<file path="config.mk">
export PLATFORM = sky130hd
export DESIGN_NAME = dec_onehot_scan
export DESIGN_NICKNAME = d
export VERILOG_FILES = /design/src/rtl/dec_onehot_scan.sv
export SDC_FILE = /design/constraint.sdc
export NUM_CORES = 1
export LEC_CHECK = 0
export ABC_AREA = 1
export CAP_MARGIN = 25
export CORE_UTILIZATION = 50
export DETAILED_ROUTE_END_ITERATION = 7
export GPL_ROUTABILITY_DRIVEN = 1
export MAX_ROUTING_LAYER = met4
export PLACE_DENSITY_LB_ADDON = 0.3
export SKIP_CTS_REPAIR_TIMING = 1
export SLEW_MARGIN = 20
export SYNTH_ARGS = -nofsm -noshare
export SYNTH_HDL_FRONTEND = slang
export SYNTH_SLANG_ARGS = --single-unit
export TNS_END_PERCENT = 50
</file>
<file path="constraint.sdc">
create_clock -name clk -period 2.24 [get_ports clk]
set_clock_uncertainty 0.2 [all_clocks]
set_input_delay 0.224 -clock clk [delete_from_list [all_inputs] [get_ports clk]]
set_output_delay 0.224 -clock clk [all_outputs]
set_load 0.01 [all_outputs]
</file>
<file path="src/rtl/dec_onehot_scan.sv">
// Registered binary-to-one-hot decoder with an autonomous prescaled scan mode
// for digit/row multiplexing; out_valid pulses once per y/idx update.
module dec_onehot_scan #(
  parameter int SEL_W   = 2,
  parameter int NUM_OUT = 4,
  parameter int DIV_W   = 8
) (
  input  logic               clk,
  input  logic               rst_n,
  input  logic               en,
  input  logic               mode,
  input  logic               in_valid,
  input  logic [SEL_W-1:0]   sel,
  input  logic [DIV_W-1:0]   div,
  input  logic               err_clr,
  output logic [NUM_OUT-1:0] y,
  output logic [SEL_W-1:0]   idx,
  output logic               out_valid,
  output logic               err
);

  typedef enum logic [1:0] {IDLE, DIRECT, SCAN} state_t;

  localparam logic [SEL_W:0]   NUM_OUT_X = (SEL_W+1)'(NUM_OUT);
  localparam logic [SEL_W-1:0] LAST_IDX  = SEL_W'(NUM_OUT - 1);

  state_t           state;
  logic [DIV_W-1:0] cnt;
  logic [SEL_W-1:0] scan_start;
  logic [SEL_W-1:0] scan_next;

  function automatic logic in_range(input logic [SEL_W-1:0] s);
    return ({1'b0, s} < NUM_OUT_X);
  endfunction

  function automatic logic [NUM_OUT-1:0] to_onehot(input logic [SEL_W-1:0] s);
    logic [NUM_OUT-1:0] r;
    r = '0;
    for (int k = 0; k < NUM_OUT; k++) begin
      if (s == SEL_W'(k)) r[k] = 1'b1;
    end
    return r;
  endfunction

  // Wraps at the last output; an out-of-range index also folds back to 0.
  function automatic logic [SEL_W-1:0] wrap_inc(input logic [SEL_W-1:0] s);
    return (s >= LAST_IDX) ? '0 : s + SEL_W'(1);
  endfunction

  assign scan_start = in_range(idx) ? idx : '0;
  assign scan_next  = wrap_inc(idx);

  always_ff @(posedge clk or negedge rst_n) begin
    if (!rst_n) begin
      state     <= IDLE;
      y         <= '0;
      idx       <= '0;
      out_valid <= 1'b0;
      err       <= 1'b0;
      cnt       <= '0;
    end else begin
      // Clear first so a same-edge out-of-range request overrides it.
      if (err_clr) err <= 1'b0;

      if (!en) begin
        state     <= IDLE;
        y         <= '0;
        out_valid <= 1'b0;
        cnt       <= '0;
      end else if (!mode) begin
        state     <= DIRECT;
        cnt       <= '0;
        out_valid <= in_valid;
        if (in_valid) begin
          if (in_range(sel)) begin
            y   <= to_onehot(sel);
            idx <= sel;
          end else begin
            y   <= '0;
            err <= 1'b1;
          end
        end
      end else begin
        state <= SCAN;
        if (state != SCAN) begin
          idx       <= scan_start;
          y         <= to_onehot(scan_start);
          cnt       <= '0;
          out_valid <= 1'b1;
        end else if (cnt >= div) begin
          // >= so that lowering div below the running count steps at once.
          cnt       <= '0;
          idx       <= scan_next;
          y         <= to_onehot(scan_next);
          out_valid <= 1'b1;
        end else begin
          cnt       <= cnt + DIV_W'(1);
          out_valid <= 1'b0;
        end
      end
    end
  end

endmodule

</file>
==> run summary, run 1 <==
### Outcome
* finished, final reports clean — run status

### Yosys
* sky130_fd_sc_hd__dfrtp_1 — Yosys top cell by area
* sky130_fd_sc_hd__nand2_1 — most frequently used cell type in the post-synthesis netlist
* sky130_fd_sc_hd__dfrtp_1 — Most used DFF post-synth
* 7.85 µm² — average instance area after synthesis
* 148 — Cells after Synth
* 1160 µm² — post-synth design cell area
* 0 — synth warn
* 0.366 — portion of the post-synthesis area used by sequential elements
* 22 — Yosys cell types
* 0 — Post-synth EDFFs
* sky130_fd_sc_hd__dfrtp_1, sky130_fd_sc_hd__ha_1, sky130_fd_sc_hd__nand2_1 — top area cells in the synthesized netlist
* 17 — number of flip-flops and latches in the synthesized netlist
* 0.366 — area share of the largest cell type after synthesis
* 1.00 — post-synthesis async set-or-reset flop share
* sky130_fd_sc_hd__nand2_1, sky130_fd_sc_hd__inv_1, sky130_fd_sc_hd__dfrtp_1 — top cells by count, synth
* 177 — Mapped Nets

### Finish
* 200 — Layout Cells excl Fill
* 190 — fill cell count
* 22.4% — layout overhead on the synthesized area
* 0 — Ant. Diodes
* 425 µm² — sequential cell area
* 617 µm² — multi-input combinational cell area
* 202 — final layout net count
* 0.0640 — proportion of layout cells with a drive suffix above 1

### Global routing
* 3.77 mm — global-route wire length before repair
* 0 — gr ovfl total
* 0 — initial antenna violation count
* 963 — via count of the first global-routing pass
* 0.201 — Total Routing Usage GR
* 18 — maximum number of pins on one net before global-route repair

### Timing
* 0.827 — final critical-path share of the clock period
* 0.540 GHz — Peak Freq
* 1.85 ns — final critical-path required period
* 0 — number of failing setup endpoints in the final timing report
* no — RSZ-0062 raised after global routing
* 0 ns — Final TNS setup
* 0 — final count of hold timing violations
* 0 — final count of pins violating max slew

### Worst setup path
* sky130_fd_sc_hd__nand2_1 — library cell appearing most often on the critical path
* 0.40 ns — slowest cell delay on critical path
* 8 — Max Fanout on Critical Path
* 2.24 ns — WP data required
* inv_1, ha_1, inv_1, nand2_1, nand2_1, nand2_1, nand2_1, nand2_1, nand2_2, nand4_4, buf_4, nor3_2 — critical-path cell list
* sky130_fd_sc_hd__dfrtp_1 — standard cell with the maximum stage delay on the critical path
* flop — CP startpoint kind
* flop to flop — critical path type
* 0.39 ns — Reg2Reg Setup Slack
* 1.86 ns — arrival time reported for the critical path endpoint
* flop — nature of the critical path endpoint
* 12 — Register-to-Register Path Depth

### Pwr
* 0.204 mW — Switching Power
* 0.227 — Clk network pwr share
* 0.000318 V — Max IR drop VDD
* 0.271 — combinational share of power
* 0.502 — sequential share of power
* 486 nW/µm² — total power density per cell area
* 0.487 mW — cell-internal power
* 0.691 mW — Power Total
* 0.296 — net switching share of the total power
* 0.749 nW — leakage power figure

### Clock network
* built — TritonCTS clock tree
* 0.09 ns — Reg clk slew, reported paths
* sky130_fd_sc_hd__clkbuf_4 — clock root buffer master
* 17 — count of clock tree sinks
* 3 — Num CTS Buffers
* 0.28 ns — worst-skew pair later-pin latency
* 1 — CTS H-tree lvls
* 2 — maximum clock insertion buffer count

### Detailed routing
* 0 — number of design rule violations left after detail routing
* 11 — iteration-0 DRC count of the detailed router
* 0 — count of nets left with antenna violations after detail routing
* 10.9 µm — average wire per standard cell
* 2.18 mm — final wirelength
* 1016 — via total after detailed routing
* 5.08 — drt via density
* 4 — iteration count of the initial detailed-routing pass

### Placement
* 196 — placed cells
* 1.77 mm — DP Wirelength
* 21 — port bufs
* 0.804 — GP Congestion

### Die
* 0.531 — initial core utilization
* 24 — I/O pin count
* 2520 µm² — area enclosed by the die boundary
* 2190 µm² — standard cell core area
* 50.2 µm — Horiz. Die Dim
* 17 — number of standard-cell rows in the floorplan
* 50.2 µm — y dimension of the die

### Hold path
* input port to async pin — kind of path behind the tightest hold check

### Flow run
* 0 — max-cap viol count

[flip-flops by register name, summed over array words and instances (netlist names)]
name and count:
y 4, state 2, out_valid 1, idx 2, cnt 8
[routing by layer]
metal  vias to the layer above  global-route usage  part of all wire
met2                        22               0.360              0.53
met1                       477               0.215              0.43
li1                        515                   -                 -
met3                         2              0.0364             0.035
met4                         0              0.0857            0.0064
met5                         -                   -                 0
[placed cells by master, fill, tap and decap left out]
cell	n
sky130_fd_sc_hd__o21ai_0	4
sky130_fd_sc_hd__nand3_1	13
sky130_fd_sc_hd__nor2_1	14
sky130_fd_sc_hd__nor3_2	2
sky130_fd_sc_hd__dfrtp_1	17
sky130_fd_sc_hd__clkdlybuf4s50_1	21
sky130_fd_sc_hd__nor2_4	2
sky130_fd_sc_hd__clkbuf_4	3
sky130_fd_sc_hd__a41oi_1	1
sky130_fd_sc_hd__clkbuf_1	1
sky130_fd_sc_hd__a21o_1	1
sky130_fd_sc_hd__ha_1	13
sky130_fd_sc_hd__conb_1	1
sky130_fd_sc_hd__nand4_1	3
sky130_fd_sc_hd__xor2_1	3
sky130_fd_sc_hd__nand2_2	1
sky130_fd_sc_hd__a21oi_1	6
sky130_fd_sc_hd__xnor2_1	1
sky130_fd_sc_hd__buf_4	2
sky130_fd_sc_hd__o21ai_1	1
sky130_fd_sc_hd__nand2_1	35
sky130_fd_sc_hd__a31oi_1	1
sky130_fd_sc_hd__nand4_4	1
sky130_fd_sc_hd__inv_1	25
[critical path, delay by kind of cell, from the launching register on]
family,cells,cell delay (ns)
DFF,1,0.40
and+or+nand+nor,8,0.59
adders and majority gates,1,0.26
buffers and inverters,3,0.31
[metrics by stage]
step                utilization  setup WS (ns)  instance area (µm²)  hold WS, ns
global route              0.649          0.247                 1420       0.0568
floorplan                     -          0.555                 1160       -0.272
finish                    0.649          0.387                 1420       0.0554
CTS                       0.649          0.375                 1420       0.0580
global placement          0.637          0.165                 1400        0.256
detailed placement        0.637          0.118                 1400        0.264
[power by group through the flow]
stage	combinational, mW	clock [mW]	sequential, mW
2_1_floorplan	0.0919	0	0.359
3_3_place_gp	0.177	0	0.352
3_5_place_dp	0.187	0	0.354
4_1_cts	0.188	0.163	0.348
5_1_grt	0.207	0.184	0.351
6_report	0.187	0.157	0.347
[logic make-up after synthesis]
group / synth area share
simple gates: 0.291
buf+inv: 0.103
flops: 0.366
compound gates: 0.0667
fa+ha+maj: 0.140
xor+xnor: 0.0301
other cells: 0.00323
[final timing paths]
path,startpoint,to
worst min register to register,y[0],y[0]
min in group clk,y[0],y[0]
worst max register to register,cnt[0],cnt[2]
worst min-delay path,rst_n,cnt[3]
worst max-delay path,cnt[0],cnt[2]
max in group asynchronous,rst_n,y[0]
[final cells by class]
cell class / count / area share
well taps: 28 / 0.0246
repair buffers: 23 / 0.158
inverters: 25 / 0.0660
flip-flops and latches: 17 / 0.299
multi-input cells: 103 / 0.434
clock buffers: 4 / 0.0185
(Power assumes the default switching activity.)
==> run 2: changes to the inputs <==
--- a/config.mk
+++ b/config.mk
@@ -7,7 +7,7 @@
 export LEC_CHECK = 0
 export ABC_AREA = 1
 export CAP_MARGIN = 25
-export CORE_UTILIZATION = 50
+export CORE_UTILIZATION = 45
 export DETAILED_ROUTE_END_ITERATION = 7
 export GPL_ROUTABILITY_DRIVEN = 1
 export MAX_ROUTING_LAYER = met4
==> constraint.sdc (replaced) <==
create_clock -name clk -period 1.7 [get_ports clk]
set_clock_uncertainty 0.2 [all_clocks]
set_input_delay 0.17 -clock clk [delete_from_list [all_inputs] [get_ports clk]]
set_output_delay 0.17 -clock clk [all_outputs]
set_load 0.01 [all_outputs]
==> run 2 against run 1 <==
Compared with the run above:
- the run now ends with negative setup slack left
- utilization decreased by 2.0 points
- first-iteration DRC count increased by 64%
- register-to-register slack got worse by 0.47 ns
- via count increased by 5.3%
- clock power increased by 36%
- total power increased by 37%
- final cell count increased by 6.5%
- critical endpoint is now cnt[5]
==> run summary, run 2 (synthesized netlist as in run 1, its figures left out) <==
### Worst setup path
* 6 — Register-to-Register Path Depth, -6
* 1.80 ns — arrival time reported for the critical path endpoint, -0.06 ns
* flop to flop — critical path type
* 8 — Max Fanout on Critical Path, unchanged
* 1.71 ns — WP data required, -0.53 ns
* cnt[7] — start of the worst register-to-register path
* flop — CP startpoint kind
* cnt[5] — worst reg2reg endpoint
* 0.41 ns — slowest cell delay on critical path, about the same
* ha_1, a21o_1, nor2_4, nand4_4, buf_12, nor2_1 — critical-path cell list
* flop — nature of the critical path endpoint
* sky130_fd_sc_hd__dfrtp_1 — standard cell with the maximum stage delay on the critical path
* -0.08 ns — Reg2Reg Setup Slack, -0.47 ns

### Global routing
* 0 — initial antenna violation count, unchanged
* 0.194 — Total Routing Usage GR, -0.00741
* met2 — global-route layer with the greatest usage
* 988 — via count of the first global-routing pass, +2.6%
* 0 — gr ovfl total, unchanged
* 3.84 mm — global-route wire length before repair, +1.8%
* 0.352 — global-route met2 utilization, -0.00768
* 0.0290 — grt met3 use, -0.00738
* 18 — maximum number of pins on one net before global-route repair, unchanged
* 0.206 — Global Route met1 Usage, -0.00898

### Hold path
* input port to async pin — kind of path behind the tightest hold check

### Finish
* cnt (8), y (4) — Top Registers
* sky130_fd_sc_hd__nand2_1 — leading cell type in the layout, fill and taps excluded
* 213 — final layout net count, +5.4%
* cnt — Most flops, register
* 1540 µm² — final instance area, +8.5%
* sky130_fd_sc_hd__nand2_1, sky130_fd_sc_hd__inv_1, sky130_fd_sc_hd__clkdlybuf4s50_1 — commonest cells after routing, fill and taps aside
* 0.629 — share of the core filled with cells, -0.0204
* 222 — fill cell count, +17%
* 8 — Largest register FFs, unchanged
* 0.137 — proportion of layout cells with a drive suffix above 1, +0.0727
* 213 — Layout Cells excl Fill, +6.5%
* 0 — Ant. Diodes, unchanged
* 32.8% — layout overhead on the synthesized area

### Placement
* 21 — port bufs, unchanged
* 1490 µm² — dpl cell area, +6.5%
* 208 — placed cells, +6.1%
* 1.94 mm — DP Wirelength, +9.5%
* 0.809 — GP Congestion, +0.58%
* -0.333 ns — pre-CTS worst setup slack, -0.451 ns

### Outcome
* negative setup slack — violations in the final reports
* finished, violations left — run status

### Detailed routing
* 1070 — via total after detailed routing, +5.3%
* 0 — number of design rule violations left after detail routing, unchanged
* 11.6 µm — average wire per standard cell, +6.7%
* 18 — iteration-0 DRC count of the detailed router, +7
* 5.02 — drt via density, -1.1%
* 0 — count of nets left with antenna violations after detail routing, unchanged
* 2.48 mm — final wirelength, +14%
* 5 — iteration count of the initial detailed-routing pass, +1

### Die
* 52.8 µm — y dimension of the die, +5.2%
* 0.473 — initial core utilization, -0.0571
* 2790 µm² — area enclosed by the die boundary, +11%
* 2450 µm² — standard cell core area, +12%
* 18 — number of standard-cell rows in the floorplan, +1
* 52.8 µm — Horiz. Die Dim, +5.2%
* 24 — I/O pin count, unchanged

### Clock network
* 0.10 ns — Reg clk slew, reported paths, about the same
* 0.28 ns — worst-skew pair later-pin latency, about the same
* 3 — Num CTS Buffers, unchanged
* 1 — CTS H-tree lvls, unchanged
* 2 — maximum clock insertion buffer count, unchanged
* sky130_fd_sc_hd__clkbuf_4 — clock root buffer master
* built — TritonCTS clock tree
* 17 — count of clock tree sinks, unchanged

### Timing
* 14 — number of failing setup endpoints in the final timing report, +14
* 1.78 ns — final critical-path required period, -0.0686 ns
* 0.560 GHz — Peak Freq, +3.8%
* 1.05 — final critical-path share of the clock period, +0.222
* 0 — final count of hold timing violations, unchanged
* 0 — final count of pins violating max slew, unchanged
* -0.0848 ns — final worst setup slack, -0.471 ns
* yes — RSZ-0062 raised after global routing

### Pwr
* 0.000462 V — Max IR drop VDD, +45%
* 0.944 mW — Power Total, +37%
* 611 nW/µm² — total power density per cell area, +26%
* 0.851 nW — leakage power figure, +14%

### Flow run
* 0 — max-cap viol count, unchanged

[run 2: cell types whose count changed in the layout (fill, tap and decap cells not counted), sizes merged]
| cell | previous run | this run |
|---|---|---|
| buf | 2 | 13 |
| clkdlybuf4s50 | 21 | 19 |
| dlymetal6s2s | 0 | 2 |
[run 2: worst max path at each step]
stage	from	endpoint	slack, ns
after floorplan	cnt[7]	y[2]	0.02
after CTS	cnt[7]	cnt[5]	-0.09
after global routing	cnt[0]	cnt[2]	-0.19
after detailed placement	div[7]	cnt[5]	-0.33
after global placement	div[7]	y[1]	-0.31
final	cnt[7]	cnt[5]	-0.08
[run 2: area by class of cell]
cell class | count | area (µm²) | area share
Multi-Input combinational cell | 103 | 636 | 0.412
Sequential cell | 17 | 425 | 0.276
Timing Repair Buffer | 34 | 325 | 0.211
Inverter | 25 | 93.8 | 0.0608
Tap cell | 30 | 37.5 | 0.0243
Clock buffer | 4 | 26.3 | 0.0170
[run 2: per-layer routing]
layer / up-vias / wire length [µm]
met5: - / 0
met4: 0 / 16
met3: 4 / 78
met2: 22 / 1310
met1: 503 / 1080
li1: 541 / -
[run 2: stage by stage]
| stage | hold WS (ns) | setup TNS [ns] |
|---|---|---|
| after CTS | 0.00766 | -0.839 |
| after detailed placement | 0.265 | -4.29 |
| after global routing | 0.0262 | -2.25 |
| final | 0.00439 | -0.593 |
| after global placement | 0.259 | -4.08 |
| after floorplan | -0.326 | 0 |
[run 2: power breakdown]
group,switching [mW],internal [mW]
logic,0.149,0.138
clock network,0.122,0.0910
registers,0.0144,0.430
[run 2: worst max-delay path: cells and delay by family, from the launching register on]
| kind | cells | cell delay (ns) |
|---|---|---|
| simple gates | 3 | 0.43 |
| flops | 1 | 0.41 |
| fa+ha+maj | 1 | 0.29 |
| compound gates | 1 | 0.21 |
| buf+inv | 1 | 0.18 |
==> run 3: changes to the inputs <==
--- a/config.mk
+++ b/config.mk
@@ -10,6 +10,7 @@
 export CORE_UTILIZATION = 45
 export DETAILED_ROUTE_END_ITERATION = 7
 export GPL_ROUTABILITY_DRIVEN = 1
+export GPL_TIMING_DRIVEN = 0
 export MAX_ROUTING_LAYER = met4
 export PLACE_DENSITY_LB_ADDON = 0.3
 export SKIP_CTS_REPAIR_TIMING = 1
==> run 3 against run 2 <==
Compared with the run above:
- the run still ends with negative setup slack left
- first-iteration DRC count did not move
- largest cell class unchanged
- register-to-register slack got worse by 0.03 ns
- largest power group unchanged
- total power is 1.1% lower
==> run summary, run 3 (synthesized netlist as in run 1, its figures left out) <==
### Outcome
* finished, violations left — run status
* negative setup slack — violations in the final reports

### Flow run
* 0 — max-cap viol count, unchanged

### Finish
* 428 µm² — sequential cell area, +0.59%
* cnt (8), y (4) — Top Registers
* 0.158 — proportion of layout cells with a drive suffix above 1, +0.0216
* 31.5% — layout overhead on the synthesized area
* 0 — Ant. Diodes, unchanged
* 207 — Layout Cells excl Fill, -2.8%
* 652 µm² — multi-input combinational cell area, +2.6%
* cnt — Most flops, register
* 8 — Largest register FFs, unchanged
* 1530 µm² — final instance area, -0.97%
* sky130_fd_sc_hd__nand2_1, sky130_fd_sc_hd__inv_1, sky130_fd_sc_hd__clkdlybuf4s50_1 — commonest cells after routing, fill and taps aside
* sky130_fd_sc_hd__nand2_1 — leading cell type in the layout, fill and taps excluded
* 207 — final layout net count, -2.8%
* 210 — fill cell count, -5.4%

### Detailed routing
* 4 — iteration count of the initial detailed-routing pass, -1
* 4.85 — drt via density, -3.5%
* 79 µm — met3 WL post-DR, +1.3%
* 0 — count of nets left with antenna violations after detail routing, unchanged
* 2.38 mm — final wirelength, -3.9%
* 1.27 mm — length of routed met2 wiring, -3.2%
* 1.03 mm — M1 wire length, -4.6%
* 0 — number of design rule violations left after detail routing, unchanged
* 11.5 µm — average wire per standard cell, -1.1%
* 1003 — via total after detailed routing, -6.3%
* 18 — iteration-0 DRC count of the detailed router, unchanged
* met4 — top layer in use

### Clock network
* 3 — Num CTS Buffers, unchanged
* 1 — CTS H-tree lvls, unchanged
* 0.10 ns — Reg clk slew, reported paths, about the same
* sky130_fd_sc_hd__clkbuf_4 — clock root buffer master
* built — TritonCTS clock tree
* 2 — maximum clock insertion buffer count, unchanged
* 17 — count of clock tree sinks, unchanged
* 0.28 ns — worst-skew pair later-pin latency, about the same

### Timing
* 0.500 — Slew headroom
* 0.748 ns — Slew @ Worst Pin
* 1.07 — final critical-path share of the clock period, +0.0153
* 0 — final count of pins violating max slew, unchanged
* 0.552 GHz — Peak Freq, -1.4%
* 14 — number of failing setup endpoints in the final timing report, unchanged
* -0.111 ns — final worst setup slack, -0.0259 ns
* 1.81 ns — final critical-path required period, +0.0259 ns
* 0 — final count of hold timing violations, unchanged
* yes — RSZ-0062 raised after global routing

### Placement
* 0.795 — GP Congestion, -1.6%
* 1.83 mm — DP Wirelength, -5.6%
* -0.384 ns — pre-CTS worst setup slack, -0.0511 ns
* 20 — port bufs, -4.8%
* 1400 µm² — dpl cell area, -5.8%
* 198 — placed cells, -4.8%

### Die
* 0.473 — initial core utilization, unchanged
* 2790 µm² — area enclosed by the die boundary, unchanged
* 52.8 µm — Horiz. Die Dim, unchanged
* 2450 µm² — standard cell core area, unchanged
* 24 — I/O pin count, unchanged
* 18 — number of standard-cell rows in the floorplan, unchanged
* 52.8 µm — y dimension of the die, unchanged

### Worst setup path
* 1.68 ns — WP data required, -0.03 ns
* flop to flop — critical path type
* 1.79 ns — arrival time reported for the critical path endpoint, about the same
* 5 — Max Fanout on Critical Path, -3
* 7 — Register-to-Register Path Depth, +1
* flop — nature of the critical path endpoint
* flop — CP startpoint kind

### Pwr
* 0.934 mW — Power Total, -1.1%
* 0.000489 V — Max IR drop VDD, +5.9%
* 611 nW/µm² — total power density per cell area, -0.13%
* 0.788 nW — leakage power figure, -7.4%

### Global routing
* 3.84 mm — global-route wire length before repair, unchanged
* 0.196 — Total Routing Usage GR, +0.00249
* 0 — gr ovfl total, unchanged
* 0 — initial antenna violation count, unchanged
* 18 — maximum number of pins on one net before global-route repair, unchanged
* 964 — via count of the first global-routing pass, -2.4%

### Hold path
* input port to async pin — kind of path behind the tightest hold check

[run 3: worst max-delay path, cell delays in order, from the launching register on]
cell	delay, ns
sky130_fd_sc_hd__dfrtp_1	0.41
sky130_fd_sc_hd__ha_1	0.29
sky130_fd_sc_hd__a21o_1	0.21
sky130_fd_sc_hd__nor2_4	0.15
sky130_fd_sc_hd__nand4_4	0.17
sky130_fd_sc_hd__buf_8	0.17
sky130_fd_sc_hd__nand3_2	0.05
sky130_fd_sc_hd__nand2_1	0.05
[run 3: final cells by class]
| type | count | area share |
|---|---|---|
| clock buffers | 4 | 0.0172 |
| repair buffers | 25 | 0.171 |
| plain buffers | 3 | 0.0196 |
| flip-flops and latches | 17 | 0.280 |
| inverters | 25 | 0.0614 |
| well taps | 30 | 0.0245 |
| multi-input cells | 103 | 0.426 |
[run 3: report_power, final]
group / internal (mW) / total, mW / switching (mW)
Combinational: 0.129 / 0.261 / 0.132
Sequential: 0.432 / 0.461 / 0.0287
Clock: 0.0910 / 0.212 / 0.121
[run 3: layer usage]
layer,track usage,up-vias
li1,-,527
met1,0.215,458
met2,0.361,16
met4,0.0658,0
met5,-,-
met3,0.0261,2
[run 3: through the flow]
stage	utilization	hold WS, ns	TNS [ns]
2_1_floorplan	-	-0.326	0
3_3_place_gp	0.570	0.216	-3.98
3_5_place_dp	0.570	0.221	-4.44
4_1_cts	0.581	-0.0905	-1.22
5_1_grt	0.623	0.193	-2.42
6_report	0.623	0.121	-0.912
[run 3: final timing paths]
check / from / endpoint / slack [ns]
worst max-delay path: cnt[7] / y[3] / -0.11
worst min-delay path: rst_n / cnt[1] / 0.12
worst max register to register: cnt[7] / y[3] / -0.11
worst min register to register: cnt[0] / cnt[0] / 0.27
max in group asynchronous: rst_n / idx[1] / 0.66
min in group clk: cnt[0] / cnt[0] / 0.27
